$ cat config.mk
export PLATFORM = sky130hd
export DESIGN_NAME = mesh_inject_queue
export DESIGN_NICKNAME = d
export VERILOG_FILES = /design/src/rtl/mesh_pkg.sv /design/src/rtl/mesh_pkt_fifo.sv /design/src/rtl/mesh_inject_queue.sv
export SDC_FILE = /design/constraint.sdc
export NUM_CORES = 1
export LEC_CHECK = 0
export CORE_MARGIN = 10
export CORE_UTILIZATION = 35
export CTS_CLUSTER_SIZE = 10
export DETAILED_ROUTE_END_ITERATION = 7
export PLACE_DENSITY = 0.64
export SETUP_SLACK_MARGIN = 0.2
export SYNTH_ARGS = -nofsm -noshare
export SYNTH_HDL_FRONTEND = slang
export SYNTH_SLANG_ARGS = --single-unit
export TNS_END_PERCENT = 5
$ cat constraint.sdc
create_clock -name clk -period 3.8 [get_ports clk]
set_input_delay 0.76 -clock clk [delete_from_list [all_inputs] [get_ports clk]]
set_output_delay 0.76 -clock clk [all_outputs]
set_load 0.01 [all_outputs]
$ cat src/rtl/mesh_pkg.sv
// Shared packet definitions for the mesh fabric: packet width, header field
// positions and the VC (virtual channel) accessor used by injection logic.
package mesh_pkg;

    localparam int PKT_W = 64;

    // Header layout, MSB first. The VC bit selects the even/odd phase.
    localparam int VC_BIT      = 63;
    localparam int DST_X_LSB   = 56;
    localparam int DST_X_W     = 4;
    localparam int DST_Y_LSB   = 52;
    localparam int DST_Y_W     = 4;
    localparam int SRC_ID_LSB  = 48;
    localparam int SRC_ID_W    = 4;
    localparam int PAYLOAD_LSB = 0;
    localparam int PAYLOAD_W   = 48;

    typedef logic [PKT_W-1:0] packet_t;

    // Virtual-channel bit of a packet header.
    function automatic logic pkt_vc(input packet_t pkt);
        return pkt[VC_BIT];
    endfunction

endpackage

$ cat src/rtl/mesh_pkt_fifo.sv
// Small synchronous FIFO for mesh packets. DEPTH must be a power of two
// (pointers wrap naturally); occupancy is kept in its own counter so that
// full and empty are unambiguous. The head reads as zero when empty.
module mesh_pkt_fifo
    import mesh_pkg::*;
#(
    parameter int  DEPTH = 4,
    parameter type pkt_t = packet_t
) (
    input  logic                       clk,
    input  logic                       reset,
    input  logic                       push,
    input  pkt_t                       wdata,
    input  logic                       pop,
    output pkt_t                       rdata,
    output logic                       full,
    output logic                       empty,
    output logic [$clog2(DEPTH+1)-1:0] count
);

    localparam int PTR_W = $clog2(DEPTH);
    localparam int CNT_W = $clog2(DEPTH+1);

    logic [PTR_W-1:0] wr_ptr_q, wr_ptr_d;
    logic [PTR_W-1:0] rd_ptr_q, rd_ptr_d;
    logic [CNT_W-1:0] count_q, count_d;
    pkt_t             mem_q [DEPTH];

    // Next pointers and occupancy from this cycle's push/pop.
    // NOTE: combinational blocks use blocking '=' with every output defaulted
    // first so no latch is inferred; clocked blocks use non-blocking '<='.
    always_comb begin
        wr_ptr_d = wr_ptr_q;
        rd_ptr_d = rd_ptr_q;
        count_d  = count_q;
        if (push) wr_ptr_d = wr_ptr_q + PTR_W'(1);
        if (pop)  rd_ptr_d = rd_ptr_q + PTR_W'(1);
        case ({push, pop})
            2'b10:   count_d = count_q + CNT_W'(1);
            2'b01:   count_d = count_q - CNT_W'(1);
            default: count_d = count_q;
        endcase
    end

    // Pointer and occupancy registers; reset empties the queue.
    always_ff @(posedge clk or negedge reset) begin
        if (!reset) begin
            wr_ptr_q <= '0;
            rd_ptr_q <= '0;
            count_q  <= '0;
        end else begin
            wr_ptr_q <= wr_ptr_d;
            rd_ptr_q <= rd_ptr_d;
            count_q  <= count_d;
        end
    end

    // Packet storage, written at the tail.
    // NOTE: the array has no reset; stale contents are never observed because
    // rdata is forced to zero whenever the occupancy counter says empty.
    always_ff @(posedge clk) begin
        if (push) mem_q[wr_ptr_q] <= wdata;
    end

    assign full  = (count_q == CNT_W'(DEPTH));
    assign empty = (count_q == '0);
    assign count = count_q;
    assign rdata = empty ? pkt_t'('0) : mem_q[rd_ptr_q];

    a_no_push_when_full: assert property (@(posedge clk) disable iff (!reset) !(push && full));
    a_no_pop_when_empty: assert property (@(posedge clk) disable iff (!reset) !(pop && empty));
    a_count_in_range:    assert property (@(posedge clk) disable iff (!reset) count_q <= CNT_W'(DEPTH));

endmodule

$ cat src/rtl/mesh_inject_queue.sv
// Source-side injection queue. Buffers producer packets and presents the head
// to the mesh, requesting injection (si) only when the mesh is ready and the
// head's VC bit matches the current polarity. Mismatched heads block the
// queue in place; nothing is reordered or dropped. Counts injected packets.
module mesh_inject_queue
    import mesh_pkg::*;
#(
    parameter int DEPTH = 4,
    parameter int CNT_W = 32
) (
    input  logic                       clk,
    input  logic                       reset,
    input  logic [PKT_W-1:0]           src_packet,
    input  logic                       src_valid,
    output logic                       src_ready,
    output logic [PKT_W-1:0]           in_packet,
    output logic                       si,
    input  logic                       ro,
    input  logic                       polarity,
    output logic [$clog2(DEPTH+1)-1:0] occupancy,
    output logic [CNT_W-1:0]           sent_count
);

    logic       push;
    logic       pop;
    logic       fifo_full;
    logic       fifo_empty;
    packet_t    head;
    logic [CNT_W-1:0] sent_count_q, sent_count_d;

    mesh_pkt_fifo #(
        .DEPTH (DEPTH),
        .pkt_t (packet_t)
    ) u_fifo (
        .clk   (clk),
        .reset (reset),
        .push  (push),
        .wdata (src_packet),
        .pop   (pop),
        .rdata (head),
        .full  (fifo_full),
        .empty (fifo_empty),
        .count (occupancy)
    );

    // Handshake and injection gating. src_ready depends on registered
    // occupancy only, so a same-cycle pop never reopens a full queue.
    always_comb begin
        src_ready    = reset & ~fifo_full;
        push         = src_valid & src_ready;
        si           = reset & ~fifo_empty & ro & (pkt_vc(head) == polarity);
        pop          = si;
        sent_count_d = sent_count_q + CNT_W'(pop);
    end

    // Injected-packet counter; wraps silently.
    always_ff @(posedge clk or negedge reset) begin
        if (!reset) sent_count_q <= '0;
        else        sent_count_q <= sent_count_d;
    end

    assign in_packet  = head;
    assign sent_count = sent_count_q;

endmodule

==> impl_results.md <==
* Area contributors post-synth: edfxtp_1 67%, mux4_2 13%, dfrtp_1 8.5%
* Internal power at about 7.6 mW
* Port-buffer cells at 169
* CTS resizes at 0
* Hold Crit Class: input pin to asynchronous set/reset pin
* Maximum fanout along the worst path at 30
* Post-route ant nets at 0
* Largest family of logic cells by synthesized area: multiplexers
* Post-DR wirelength/cell at around 20 µm
* YS warnings at 0
* Critical-path top delay cell: dfrtp_4
* DR pass1 iterations at 4
* Seq pwr share at about 40%
* Lkg Pwr at about 5 nW
* Vias per cell at between 4 and 5
* Switch Pwr at 2.873 mW
* Die Ht at 201.2 µm
* Status: completed
* Mapped Cells at 560
* Critical Path Source: u_fifo.rd_ptr_q[0]
* Number of global-route vias before repair at 6360
* Register area share after synthesis at about 75%
* Startpoint Class: register
* Crit path cell chain: buf_12 -> mux4_2 -> nor2b_1 -> clkdlybuf4s50_1
* Max incr delay on CP at 580 ps
* First-pass GRT wire length at between 30000 and 40000 µm
* Worst r2r src: u_fifo.rd_ptr_q[0]
* DR top layer: met4
* Share of cells above drive strength 1 at between 10% and 20%
* Metal3 WL at 1557 µm
* Sw Share at 27.47%
* Peak Freq at ~300 MHz
* Area leader, netlist: edfxtp_1
* Nets@finish at 849
* Post-Synthesis Cell Area at 11490 µm²
* Placed Instances at approximately 1200
* GPL Wtd Cong at 0.7227
* Worst clock skew at roughly 13 ps
* Syn-to-layout area delta at 29.36%
* CTS tree: done
* I/O pin cnt at 170
* Compound-gate portion of the synthesized area at 0.05447%
* DR WL met2 at roughly 12000 µm
* CP required at 3040 ps
* Simple-gate share of the synthesized area at between 6 and 7%
* Adder-Cell Fraction of Synth Area at 0.9368%
* Largest net degree at the start of global routing at 45
* Placed inst area at between 10000 and 15000 µm²
* Reg clk slew, reported paths at about 50 ps
* Final worst path period share at between 80% and 90%
* Mux contribution to synthesized area at around an eighth
* Worst vdd ir at around 0.46 mV
* Initial antenna violation count at 0
* CTS root buf: clkbuf_16
* Slack of the critical path at ~430 ps
* Clock power share at between 20% and 30%
* Final Critical Period at about 3400 ps
* Antenna diode count at 0
* # DRC at 0
* Top-area cell type share of the netlist area at around two thirds
* Worst slew pin tran at 571.0 ps
* Later-pin clock latency in the skew report at approximately 500 ps
* Dpl ws at ~750 ps
* Slew margin rel. at 61.94%
* Wl on met1 at between 10000 and 15000 µm
* Crit path DAT at between 2000 and 3000 ps
* Pins Over Slew Limit at 0
* GR Util All Layers at 12.06%
* Logic pwr share at ~34%
* Row count at between 60 and 70
* CTS H-Tree Depth at 2
* Yosys reg bits at roughly 300
* GRT overflow at 0
* Synth cell types at 28
* Cell area after layout at roughly 15000 µm²
* Die area at slightly above 40000 µm²
* RSZ-0062 raised after global routing: no
* Final setup TNS at 0 ps
* Clock Path Buffers at 3
* Core area at ~32000 µm²
* Initial core utilization at a little over a third
* Clock Sinks at 295
* Net count of the mapped netlist at around 640
* Total vias in the final route at around 5800
* Total Power at 10.46 mW
* Setup crit end kind: output port
* Final std cells w/o fill at around 1200
* Die width at between 200 and 250 µm
* Final setup fails at 0
* Drt first-iter violations at approximately 300
* Num CTS Buffers at 35
* Power Dens Cells at ~700 nW/µm²
* Syn_area_per_cell at around 20 µm²
* Final hold vios at 0
* XOR/XNOR share of the synthesized area at under 10%
* Drt total wl at around 25000 µm
* Max-cap violations at 0
* Post-DP HPWL at around 15000 µm
* Crit Path Class: register to output port
## kinds of logic (layout without fill, tap and decap cells)
group	Yosys count	after routing
adders and majority gates	8	8
and+or+nand+nor	123	123
xor gates and xnor gates	37	37
DFF	295	295
AOI/OAI and AO/OA	1	1
buffers and inverters	30	251
muxes	66	66
## cells in the final DEF (no fill, tap or decap), types with 8 or more instances in the layout
cell / n
clkbuf_16: 35
dfrtp_1: 37
clkdlybuf4s50_1: 168
nand2_1: 8
nand4_1: 11
nand3_1: 15
nor2b_1: 65
edfxtp_1: 256
xnor2_1: 29
clkbuf_1: 8
buf_4: 22
mux4_2: 64
## final timing paths
check | to | slack (ps) | cells after the start
worst min register to register | sent_count[31] | 490 | 1
worst max-delay path | in_packet[57] | 430 | 4
worst max register to register | sent_count[22] | 870 | 10
min in group clk | sent_count[31] | 490 | 1
max in group asynchronous | u_fifo.rd_ptr_q[1] | 2970 | 2
worst min-delay path | sent_count[0] | 120 | 1
## cell type report
type	count	area, µm²
clock buffers	43	905.9
inverters	7	26.28
repair buffers	198	1992
flip-flops and latches	295	8671
multi-input cells	235	2684
clock inverters	3	26.28
fillers	2796	17600
well taps	442	553.0
## registers in the layout, summed over array words and instances, names as in the netlist
register	cells
u_fifo.mem_q	256
sent_count	32
u_fifo.wr_ptr_q	2
u_fifo.count	3
u_fifo.rd_ptr_q	2
## what timing repair did
action	4_1_cts	5_1_grt
setup endpoints to repair	0	12
hold buffers	0	0
setup buffers	0	12
## power by group through the flow
| stage | clock, mW | combinational, mW | sequential, mW |
|---|---|---|---|
| 2_1_floorplan | 0 | 1.92 | 4.09 |
| 6_report | 2.83 | 3.53 | 4.10 |
| 3_3_place_gp | 0 | 3.52 | 4.18 |
| 4_1_cts | 2.94 | 3.54 | 4.13 |
| 5_1_grt | 3.09 | 3.83 | 4.14 |
| 3_5_place_dp | 0 | 3.52 | 4.19 |
## synth_stat cells
cell type and instances:
edfxtp_1 256, nor2b_1 65, mux4_2 64, dfrtp_1 39, xnor2_1 29, nand3_1 15, clkbuf_1 11, nand4_1 11
and3_1 9, nand2_1 8, ha_1 7, inv_1 7, xor2_1 7, buf_2 5, buf_6 5, and4_1 4
nor2_1 4, and2_1 2, buf_4 2, nor3_1 2, a31oi_1 1, and2_2 1, fa_1 1, mux2_2 1
mux2i_1 1, nand4_2 1, nor4_4 1, xnor2_2 1
## routing by layer
layer / GRT usage, % / vias to the layer above
met5: 0 / -
met4: 3.057 / 0
met3: 3.406 / 35
met2: 19.29 / 177
met1: 15.88 / 2973
li1: - / 2634
## stage by stage
stage,utilization [%],hold WS [ps]
global placement,42.63,465.6
CTS,45.50,105.6
finish,45.78,121.9
global route,45.78,120.0
detailed placement,42.63,483.2
floorplan,-,464.4
## worst max-delay path, delay by kind of cell, from the launching register on
kind | cells | cell delay, ps
buf+inv | 2 | 810
flops | 1 | 580
simple gates | 1 | 180
mux | 1 | 530
Note: power is estimated with default switching activity, not from simulation.
